$ cat config.mk
export PLATFORM = sky130hd
export DESIGN_NAME = vga_timing
export DESIGN_NICKNAME = d
export VERILOG_FILES = /design/src/rtl/vga_timing.sv
export SDC_FILE = /design/constraint.sdc
export NUM_CORES = 1
export LEC_CHECK = 0
export CORE_ASPECT_RATIO = 0.8
export CORE_MARGIN = 3
export CORE_UTILIZATION = 50
export CTS_CLUSTER_SIZE = 40
export DETAILED_ROUTE_END_ITERATION = 12
export PLACE_DENSITY = 0.77
export SYNTH_ARGS = -nofsm -noshare
export SYNTH_HDL_FRONTEND = slang
export SYNTH_SLANG_ARGS = --single-unit
$ cat constraint.sdc
create_clock -name pixel_clk -period 2.7 [get_ports pixel_clk]
set_clock_uncertainty 0.05 [all_clocks]
set_input_delay 0.27 -clock pixel_clk [delete_from_list [all_inputs] [get_ports pixel_clk]]
set_output_delay 0.27 -clock pixel_clk [all_outputs]
set_load 0.01 [all_outputs]
$ cat src/rtl/vga_timing.sv
`timescale 1ns/1ps
`default_nettype none
// ============================================================================
//  Module   : vga_timing
//  Brief    : 640x480@60 raster generator with divide-by-two pixel enable.
//  Revision : 1.0
// ============================================================================
module vga_timing #(
   parameter int H_ACTIVE = 640,
   parameter int H_FP     = 16,
   parameter int H_SYNC   = 96,
   parameter int H_BP     = 48,
   parameter int V_ACTIVE = 480,
   parameter int V_FP     = 10,
   parameter int V_SYNC   = 2,
   parameter int V_BP     = 33,
   parameter int SYNC_POL = 0
) (
   input  logic        pixel_clk,
   input  logic        reset,
   output logic        count,
   output logic [10:0] hcounter,
   output logic [10:0] vcounter,
   output logic        blank,
   output logic        hsync,
   output logic        vsync,
   output logic        frame_end
);

   localparam int H_TOTAL = H_ACTIVE + H_FP + H_SYNC + H_BP;
   localparam int V_TOTAL = V_ACTIVE + V_FP + V_SYNC + V_BP;

   localparam logic [10:0] C_H_LAST   = 11'(H_TOTAL - 1);
   localparam logic [10:0] C_V_LAST   = 11'(V_TOTAL - 1);
   localparam logic [10:0] C_H_ACT    = 11'(H_ACTIVE);
   localparam logic [10:0] C_V_ACT    = 11'(V_ACTIVE);
   localparam logic [10:0] C_HS_START = 11'(H_ACTIVE + H_FP);
   localparam logic [10:0] C_HS_END   = 11'(H_ACTIVE + H_FP + H_SYNC);
   localparam logic [10:0] C_VS_START = 11'(V_ACTIVE + V_FP);
   localparam logic [10:0] C_VS_END   = 11'(V_ACTIVE + V_FP + V_SYNC);
   localparam logic        C_SYNC_ON  = (SYNC_POL != 0);
   localparam logic        C_SYNC_OFF = !C_SYNC_ON;

   logic        count_q, count_d;
   logic [10:0] hcount_q, hcount_d;
   logic [10:0] vcount_q, vcount_d;
   logic        blank_q, blank_d;
   logic        hsync_q, hsync_d;
   logic        vsync_q, vsync_d;
   logic        frame_end_q, frame_end_d;

   always_comb begin
      count_d  = ~count_q;
      hcount_d = hcount_q;
      vcount_d = vcount_q;
      if (count_q) begin
         // >= rather than == so a corrupted value still wraps on this edge
         if (hcount_q >= C_H_LAST) begin
            hcount_d = 11'd0;
            if (vcount_q >= C_V_LAST) begin
               vcount_d = 11'd0;
            end else begin
               vcount_d = vcount_q + 11'd1;
            end
         end else begin
            hcount_d = hcount_q + 11'd1;
            if (vcount_q > C_V_LAST) begin
               vcount_d = 11'd0;
            end
         end
      end

      // Decodes use next-state counters so they line up with the counters.
      blank_d     = (hcount_d >= C_H_ACT) || (vcount_d >= C_V_ACT);
      hsync_d     = ((hcount_d >= C_HS_START) && (hcount_d < C_HS_END)) ? C_SYNC_ON : C_SYNC_OFF;
      vsync_d     = ((vcount_d >= C_VS_START) && (vcount_d < C_VS_END)) ? C_SYNC_ON : C_SYNC_OFF;
      frame_end_d = count_d && (hcount_d == C_H_LAST) && (vcount_d == C_V_LAST);
   end

   always_ff @(posedge pixel_clk) begin
      if (!reset) begin
         count_q     <= 1'b0;
         hcount_q    <= 11'd0;
         vcount_q    <= 11'd0;
         blank_q     <= 1'b0;
         hsync_q     <= C_SYNC_OFF;
         vsync_q     <= C_SYNC_OFF;
         frame_end_q <= 1'b0;
      end else begin
         count_q     <= count_d;
         hcount_q    <= hcount_d;
         vcount_q    <= vcount_d;
         blank_q     <= blank_d;
         hsync_q     <= hsync_d;
         vsync_q     <= vsync_d;
         frame_end_q <= frame_end_d;
      end
   end

   assign count     = count_q;
   assign hcounter  = hcount_q;
   assign vcounter  = vcount_q;
   assign blank     = blank_q;
   assign hsync     = hsync_q;
   assign vsync     = vsync_q;
   assign frame_end = frame_end_q;

endmodule
`default_nettype wire

==> Yosys cells after proc, flatten, opt, wreduce, memory -nomap -nowiden <==
Index checks and enable logic that the tools add are counted.
{ "classes": {"add_sub_neg": 2, "magnitude_cmp": 9, "eq_ne": 2, "n_mux": 8, "bitwise_logic": 1, "reduce_logical": 5} }
{ "op_table": {"columns": ["operator", "count"], "rows": [
  ["11-bit two-way mux", 6],
  ["11-bit by 10-bit greater-or-equal comparator with 1-bit output (second input constant)", 4],
  ["11-bit by 1-bit adder with 11-bit output (second input constant)", 2],
  ["11-bit by 10-bit == test with 1-bit output (second input constant)", 2],
  ["11-bit by 9-bit greater-or-equal comparator with 1-bit output (second input constant)", 2],
  ["11-bit by 10-bit greater-than comparator with 1-bit output (second input constant)", 1],
  ["11-bit by 10-bit < comparator with 1-bit output (second input constant)", 1],
  ["11-bit by 9-bit < comparator with 1-bit output (second input constant)", 1],
  ["1-bit logical AND", 4],
  ["1-bit two-way mux", 2],
  ["1-bit logical OR", 1],
  ["1-bit NOT", 1]
]} }
{ "totals": {"reg_bits": 27, "inputBits": 2, "out_inout_bits": 27, "elab_cells": 34} }

==> Logic depth before layout (Yosys ltp) <==
Gate-level depths: netlist (run 1).
{ "logic_depth": {"ltp_word": 7, "ltp_mapped": 10, "ltp_nobuf": 9} }

==> Worst setup path before layout (run 1) <==
Ideal clock, no wire load.
{ "synth_path": {"kind": "flip-flop to flip-flop", "startpoint": "register hcount_q[1], in the netlist hcounter[1]", "endpoint": "register vsync_q, in the netlist vsync", "setup_ns": 0.139, "arrival_time_ns": 2.348, "required_ns": 2.511, "path_slack_ns": 0.164, "path_stages_with_launch": 10, "n_path_buf": 1, "synth_period_minus_slack_ns": 2.536, "path_cell_list": "dfxtp_1 > ha_1 > a21oi_1 > o21a_4 > or4_4 > buf_6 > or3_1 > a31oi_2 > and3b_1 > nand4_1"} }
{ "synth_via": {"elab_chain_cells": 6, "word_cells_on_any_way": 7, "cone_classes": "order compare (3); mux (3); reduce/logical (1)"} }
{ "synth_rtl": {"columns": ["element", "line_no", "source"], "rows": [
  ["from (decl)", "45", "logic [10:0] hcount_q, hcount_d;"],
  ["from (signal assigned)", "91", "hcount_q <= hcount_d;"],
  ["11-bit by 10-bit greater-or-equal comparator with 1-bit output (*)", "58", "if (hcount_q >= C_H_LAST) begin"],
  ["11-bit two-way mux (*)", "58", null],
  ["11-bit two-way mux (*)", "56", "if (count_q) begin"],
  ["11-bit by 9-bit greater-or-equal comparator with 1-bit output or 11-bit by 9-bit < comparator with 1-bit output (tied branches)", "76", "vsync_d = ((vcount_d >= C_VS_START) && (vcount_d < C_VS_END)) ? C_SYNC_ON : C_SYNC_OFF;"],
  ["1-bit logical AND (*)", "76", null],
  ["1-bit two-way mux (*)", "76", null],
  ["to (signal assigned)", "95", "vsync_q <= vsync_d;"],
  ["to (decl)", "49", "logic vsync_q, vsync_d;"]
]} }
Mark *: on every way between the ends. The rest lies on a longest branch, timed or not.
A chain may end at the register's enable or synchronous reset.

==> Final worst setup path (run 1) <==
{ "layout_path": {"startpoint": "register vcount_q[6], in the netlist vcounter[6]", "endpoint": "register frame_end_q, in the netlist frame_end"} }
{ "layout_via": {"elab_chain_cells": 6, "word_cells_on_any_way": 9, "cone_classes": "add/sub (1); order compare (2); eq/ne (1); mux (4); reduce/logical (1)"} }
{ "layout_rtl": {"columns": ["element", "line_no", "source"], "rows": [
  ["from (decl)", "46", "logic [10:0] vcount_q, vcount_d;"],
  ["from (signal assigned)", "92", "vcount_q <= vcount_d;"],
  ["11-bit by 1-bit adder with 11-bit output (tied with other cells)", "63", "vcount_d = vcount_q + 11'd1;"],
  ["11-bit two-way mux, on equally long branches", "60, 67", null],
  ["11-bit two-way mux", "58", null],
  ["11-bit two-way mux (*)", "56", null],
  ["11-bit by 10-bit == test with 1-bit output (*)", "77", "frame_end_d = count_d && (hcount_d == C_H_LAST) && (vcount_d == C_V_LAST);"],
  ["1-bit logical AND (*)", "77", null],
  ["to (signal assigned)", "96", "frame_end_q <= frame_end_d;"],
  ["to (decl)", "50", "logic frame_end_q, frame_end_d;"]
]} }
Marked as above.

==> impl_metrics.toml, run 1 <==
[route]
wl_per_cell_um = 16.1
drt_first_pass_iters = 4
num_vias = 1604
ant_nets = 0
vias_per_cell = 6.01
drt_iter0_drc = 162
totalWireLength_um = 4300
drc = 0

[clocking]
tritoncts = "done"
cts_htree_levels = 1
holdBufCountCts = 0
cts.repair.resized = 0
cts_buffers = 3
clk_path_buf_depth = 2
root_buffer = "clkbuf_8"
clk_pin_slew_ns = 0.10
post-cts-setup-buffer-count = 0
cts_num_sinks = 27
clk_latency_ns = 0.28

[power_and_ir_drop]
p_per_area_nw_per_um2 = 350
leakage_uw = 0.000651
peakVddDrop_uv = 316

[layout]
diodes = 0
n_fill_cell = 262
area_delta_synth_final_pct = 26.0
fin_nets = 235
drive_gt1_share_pct = 11.4
finalNonFillerCells = 267

[logic_synthesis]
yosys.area.top_type = "dfxtp_1"
synth_enable_flop_cells = 0
ys_async_sr_fraction_pct = 0
yosysWarnings = 0
synth_ff_type = "dfxtp_1"
yosysUniqueCellTypes = 48
syn_area_per_cell_um2 = 7.98
synthXorXnorAreaFrac_pct = 4.50
synthTopCellsByArea = "dfxtp_1 (35%), nor2_1 (5.8%), nand2_1 (5.1%)"
synthAdderAreaFrac_pct = 2.41
yosys.cell_count.top_type = "dfxtp_1"
synth_nets = 200
synth.mux.area_fraction_pct = 0
synth_top_area_share_pct = 34.7
yosys.area_share.simple_pct = 34.6
netlist_instances = 195
synth-compound-area-share_pct = 19.1
synth_top_cells_by_count = "dfxtp_1 (27), nor2_1 (24), nand2_1 (21)"
synth.ff_latch_count = 27
ys_seq_area_share_pct = 34.7
synth_top_family_by_area = "simple AND/OR/NAND/NOR gates"
netlist_area_um2 = 1560

[die]
fp.dieW_um = 68.4
initial_utilization_pct = 54.2
num_io_pins = 29
die-area_um2 = 3820
core_area_um2 = 2870
core.rowCount = 17
die_h_um = 55.9

[timing]
whs_ns = 0.508
hold_violations = 0
period_minus_slack_ns = 2.53
max_freq_mhz = 395
maxSlewViolCount = 0
tns_ns = 0
slew_headroom_pct = 56.6
tightest_slew_ns = 0.643
post-route-period-util_pct = 93.7
grt_setup_unrepaired = "no"
setup_viol = 0

[job]
max-cap-violations = 0

[place]
dp_hpwl_um = 3290
gp_congestion = 0.900
portBuffers = 28
dp.cells = 263

[global_routing]
grt_pass1_vias = 1453
overflow = 0
grtUsageTotal_pct = 24.3
grt_pass1_wl_um = 7130
grt_antenna_before_repair = 0
grt_max_degree = 16

[setup_path]
rrSetupSlack_ns = 0.17
endpoint_kind = "register"
ff2ff_path_depth = 7
crit_type = "reg2reg"
endpoint = "frame_end$_SDFF_PN0_"
r2r_end = "frame_end$_SDFF_PN0_"
cp_max_fo = 8
cp.arrival_ns = 2.71
cp-startpoint = "vcounter[6]$_SDFF_PN0_"
cp-start-kind = "register"
crit_required_ns = 2.88
r2r_start = "vcounter[6]$_SDFF_PN0_"

[outcome]
status = "completed"

[hold_path]
worstHoldPathType = "reg2reg"
-- placed cells by master, fill, tap and decap left out, types with 4 or more instances in the layout --
cell type        instances
clkdlybuf4s50_1         28
dfxtp_1                 26
nor2_1                  24
nand2_1                 21
a21oi_1                 14
nor3_1                  11
buf_4                    9
nor2b_1                  7
nor4_1                   6
o21ai_0                  5
nand4_1                  5
a21o_1                   5
inv_1                    4
and2_1                   4
xor2_1                   4
nand3_1                  4
xnor2_1                  4
-- logic make-up after synthesis --
kind of cell | count (synthesis)
adders and majority gates | 3
AOI/OAI and AO/OA | 44
xor gates and xnor gates | 8
buffers and inverters | 13
DFF | 27
and+or+nand+nor | 100
-- how the worst min path moves through the flow --
| stage | cells past startpoint | to | startpoint |
|---|---|---|---|
| floorplan | 2 | hcounter[2]$_SDFF_PN0_ | reset |
| global placement | 2 | vsync$_SDFF_PN1_ | vcounter[9]$_SDFF_PN0_ |
| detailed placement | 2 | vcounter[0]$_SDFF_PN0_ | vcounter[0]$_SDFF_PN0_ |
| CTS | 2 | vcounter[0]$_SDFF_PN0_ | vcounter[0]$_SDFF_PN0_ |
| global route | 2 | hcounter[2]$_SDFF_PN0_ | hcounter[2]$_SDFF_PN0_ |
| finish | 2 | hcounter[2]$_SDFF_PN0_ | hcounter[2]$_SDFF_PN0_ |
-- power breakdown --
group | internal (uW) | total [uW] | switching (uW)
Combinational | 20.1 | 46.0 | 25.9
Sequential | 401 | 405 | 3.61
Clock | 104 | 235 | 132
Total | 525 | 686 | 161
-- through the flow --
step / setup slack (ns) / power [uW] / instance area [um^2] / util (%)
after floorplan: 0.164 / 440 / 1560 / -
after global placement: 0.180 / 459 / 1900 / 66.2
after detailed placement: 0.0750 / 459 / 1900 / 66.2
after CTS: 0.0490 / 691 / 1950 / 67.8
after global routing: 0.0215 / 713 / 1960 / 68.3
final: 0.171 / 686 / 1960 / 68.3
-- critical path, stage by stage, from the launching register on --
cell,delay (ns)
dfxtp_1,0.38
nor4_2,0.36
a31oi_1,0.21
or4_4,0.52
or3_1,0.39
a31oi_2,0.17
and3b_1,0.22
and4_1,0.18
-- registers in the layout, summed over array words and instances, names as in the netlist --
name,count
blank,1
count,1
frame_end,1
hcounter,11
hsync,1
vcounter,11
vsync,1
-- layout make-up --
cell class              count  area [um^2]  share of cell area [%]
multi-input cells         155          955                    48.7
clock inverters             1         5.00                   0.255
repair buffers             37          348                    17.7
inverters                   6         22.5                    1.15
flip-flops and latches     27          542                    27.6
well taps                  38         47.5                    2.43
clock buffers               3         41.3                    2.11
-- layer usage --
| layer | routed length [um] | vias up | track usage (%) |
|---|---|---|---|
| met5 | 0 | - | 0 |
| met4 | 49 | 0 | 5.10 |
| met3 | 308 | 8 | 7.07 |
| met2 | 1850 | 73 | 34.0 |
| met1 | 2090 | 749 | 36.5 |
| li1 | - | 774 | - |
Note: power is estimated with default switching activity, not from simulation.
==> run 2, diff against run 1 <==
CELL_PAD_IN_SITES_DETAIL_PLACEMENT = 2   (was not set)
CELL_PAD_IN_SITES_GLOBAL_PLACEMENT = 2   (was not set)
CORE_UTILIZATION = 30   (was 50)
PLACE_DENSITY = not set   (was 0.77)
PLACE_DENSITY_LB_ADDON = 0.1   (was not set)
==> run 2 against run 1 <==
Against the previous run:
- design area increased by 6.4%
- critical path depth unchanged
- register-to-register slack got worse by 0.03 ns
- global-route usage decreased by 4.0 points
- highest routed layer is now met5
- hold slack got worse by 0.014 ns
- routed wire length increased by 39%
- first-iteration DRC count decreased by 53%
==> impl_metrics.toml, run 2 (same netlist as run 1, synthesis figures left out) <==
[timing]
tightest_slew_ns = 0.502
tns_ns = 0
setup_viol = 0
whs_ns = 0.494
max_freq_mhz = 391
maxSlewViolCount = 0
hold_violations = 0
period_minus_slack_ns = 2.56
post-route-period-util_pct = 94.8
slew_headroom_pct = 66.2

[global_routing]
grtUsageTotal_pct = 20.4
grtUsageMet1_pct = 29.7
met2_usage_pct = 31.7
grt_max_degree = 16
overflow = 0
top_usage_layer = "met2"
grt_pass1_vias = 1777
grt_antenna_before_repair = 1
met3_usage_pct = 3.66
grt_pass1_wl_um = 9810

[route]
totalWireLength_um = 5970
wl_per_cell_um = 19.9
num_vias = 1625
drt_iter0_drc = 76
vias_per_cell = 5.42
drc = 0
ant_nets = 0
drt_first_pass_iters = 4

[layout]
area_delta_synth_final_pct = 34.0
layout_commonest_cell = "clkdlybuf4s50_1"
final_cell_mix = "clkdlybuf4s50_1 (28), dfxtp_1 (25), nor2_1 (24)"
fin_nets = 246
diodes = 0
drive_gt1_share_pct = 16.7
design_area_um2 = 2090
utilization_pct = 43.5

[clocking]
cts_num_sinks = 27
clk_pin_slew_ns = 0.10
post-cts-setup-buffer-count = 0
cts_buffers = 3
clk_latency_ns = 0.28
root_buffer = "clkbuf_8"
holdBufCountCts = 0
cts_htree_levels = 1
clk_path_buf_depth = 2
tritoncts = "done"

[die]
die-area_um2 = 6090
core_area_um2 = 4790
num_io_pins = 29
fp.dieW_um = 86.5
die_h_um = 70.4
initial_utilization_pct = 32.5
core.rowCount = 22

[hold_path]
worstHoldPathType = "reg2reg"
hold_start = "vcounter[0]$_SDFF_PN0_"

[setup_path]
cp.depth = 7
crit_top_cell = "a31oi_2"
ff2ff_path_depth = 7
crit_slowest_cell = "or4_4"
rrSetupSlack_ns = 0.14
cp_top_family = "simple AND/OR/NAND/NOR gates"
endpoint_kind = "register"
endpoint = "vsync$_SDFF_PN1_"
cpPeakStageDelay_ns = 0.52
crit_required_ns = 2.77
crit_type = "reg2reg"
cp-start-kind = "register"
r2r_start = "vcounter[10]$_SDFF_PN0_"
cp.arrival_ns = 2.63
r2r_end = "vsync$_SDFF_PN1_"
cp_max_fo = 8
crit_chain = "nor4_4 -> a31oi_2 -> or4_4 -> or3_1 -> a31oi_2 -> and3b_1 -> nand4_1"
crit_buf_inv = 0
cp-startpoint = "vcounter[10]$_SDFF_PN0_"

[job]
max-cap-violations = 0

[power_and_ir_drop]
leakage_uw = 0.000707
peakVddDrop_uv = 207
p_total_uw = 696
p_per_area_nw_per_um2 = 334

[place]
dp_hpwl_um = 4540
placed_cell_area_um2 = 2010
portBuffers = 28
gp_congestion = 0.882

[outcome]
status = "completed"
## run 2: cell types whose count changed in the layout (fill, tap and decap cells not counted), sizes merged
cell  previous run  this run
buf              9        20
## run 2: how the worst min path moves through the flow
stage	endpoint	cells after the start	slack, ns
finish	vcounter[0]$_SDFF_PN0_	2	0.49
detailed placement	hcounter[0]$_SDFF_PN0_	2	0.54
CTS	hcounter[0]$_SDFF_PN0_	2	0.55
floorplan	hcounter[2]$_SDFF_PN0_	2	0.44
global placement	vcounter[0]$_SDFF_PN0_	2	0.49
global route	vcounter[0]$_SDFF_PN0_	2	0.54
## run 2: repair_timing
action | CTS | global route
gates resized for setup | 0 | 6
endpoints found under the hold margin | 0 | 0
setup endpoints to repair | 0 | 3
## run 2: worst min-delay path, cell delays in order, from the launching register on
cell	delay [ns]
dfxtp_2	0.37
nand2_1	0.07
a21boi_0	0.07
## run 2: area by class of cell
cell class / instances / area (um^2)
inverter: 6 / 22.5
clock inverter: 1 / 5.00
fill: 549 / 2700
sequential: 27 / 543
tap: 60 / 75.1
clock buffer: 3 / 41.3
multi-input combinational: 155 / 968
timing repair buffer: 48 / 430
## run 2: metrics by stage
step | instances | setup WS [ns]
floorplan | 195 | 0.164
global placement | 296 | 0.252
detailed placement | 296 | 0.144
CTS | 300 | 0.0148
global route | 300 | -0.0370
finish | 300 | 0.140
## run 2: routing by layer
layer | up-vias | routed length (um) | part of all wire (%)
met3 | 10 | 236 | 4.0
met4 | 2 | 66 | 1.1
met1 | 794 | 2900 | 49
met5 | - | 13 | 0.22
li1 | 790 | - | -
met2 | 29 | 2740 | 46
## run 2: report_power, final
part / total, uW / switching (uW) / internal (uW)
clock network: 236 / 133 / 104
logic: 52.5 / 28.6 / 23.8
registers: 408 / 6.22 / 401
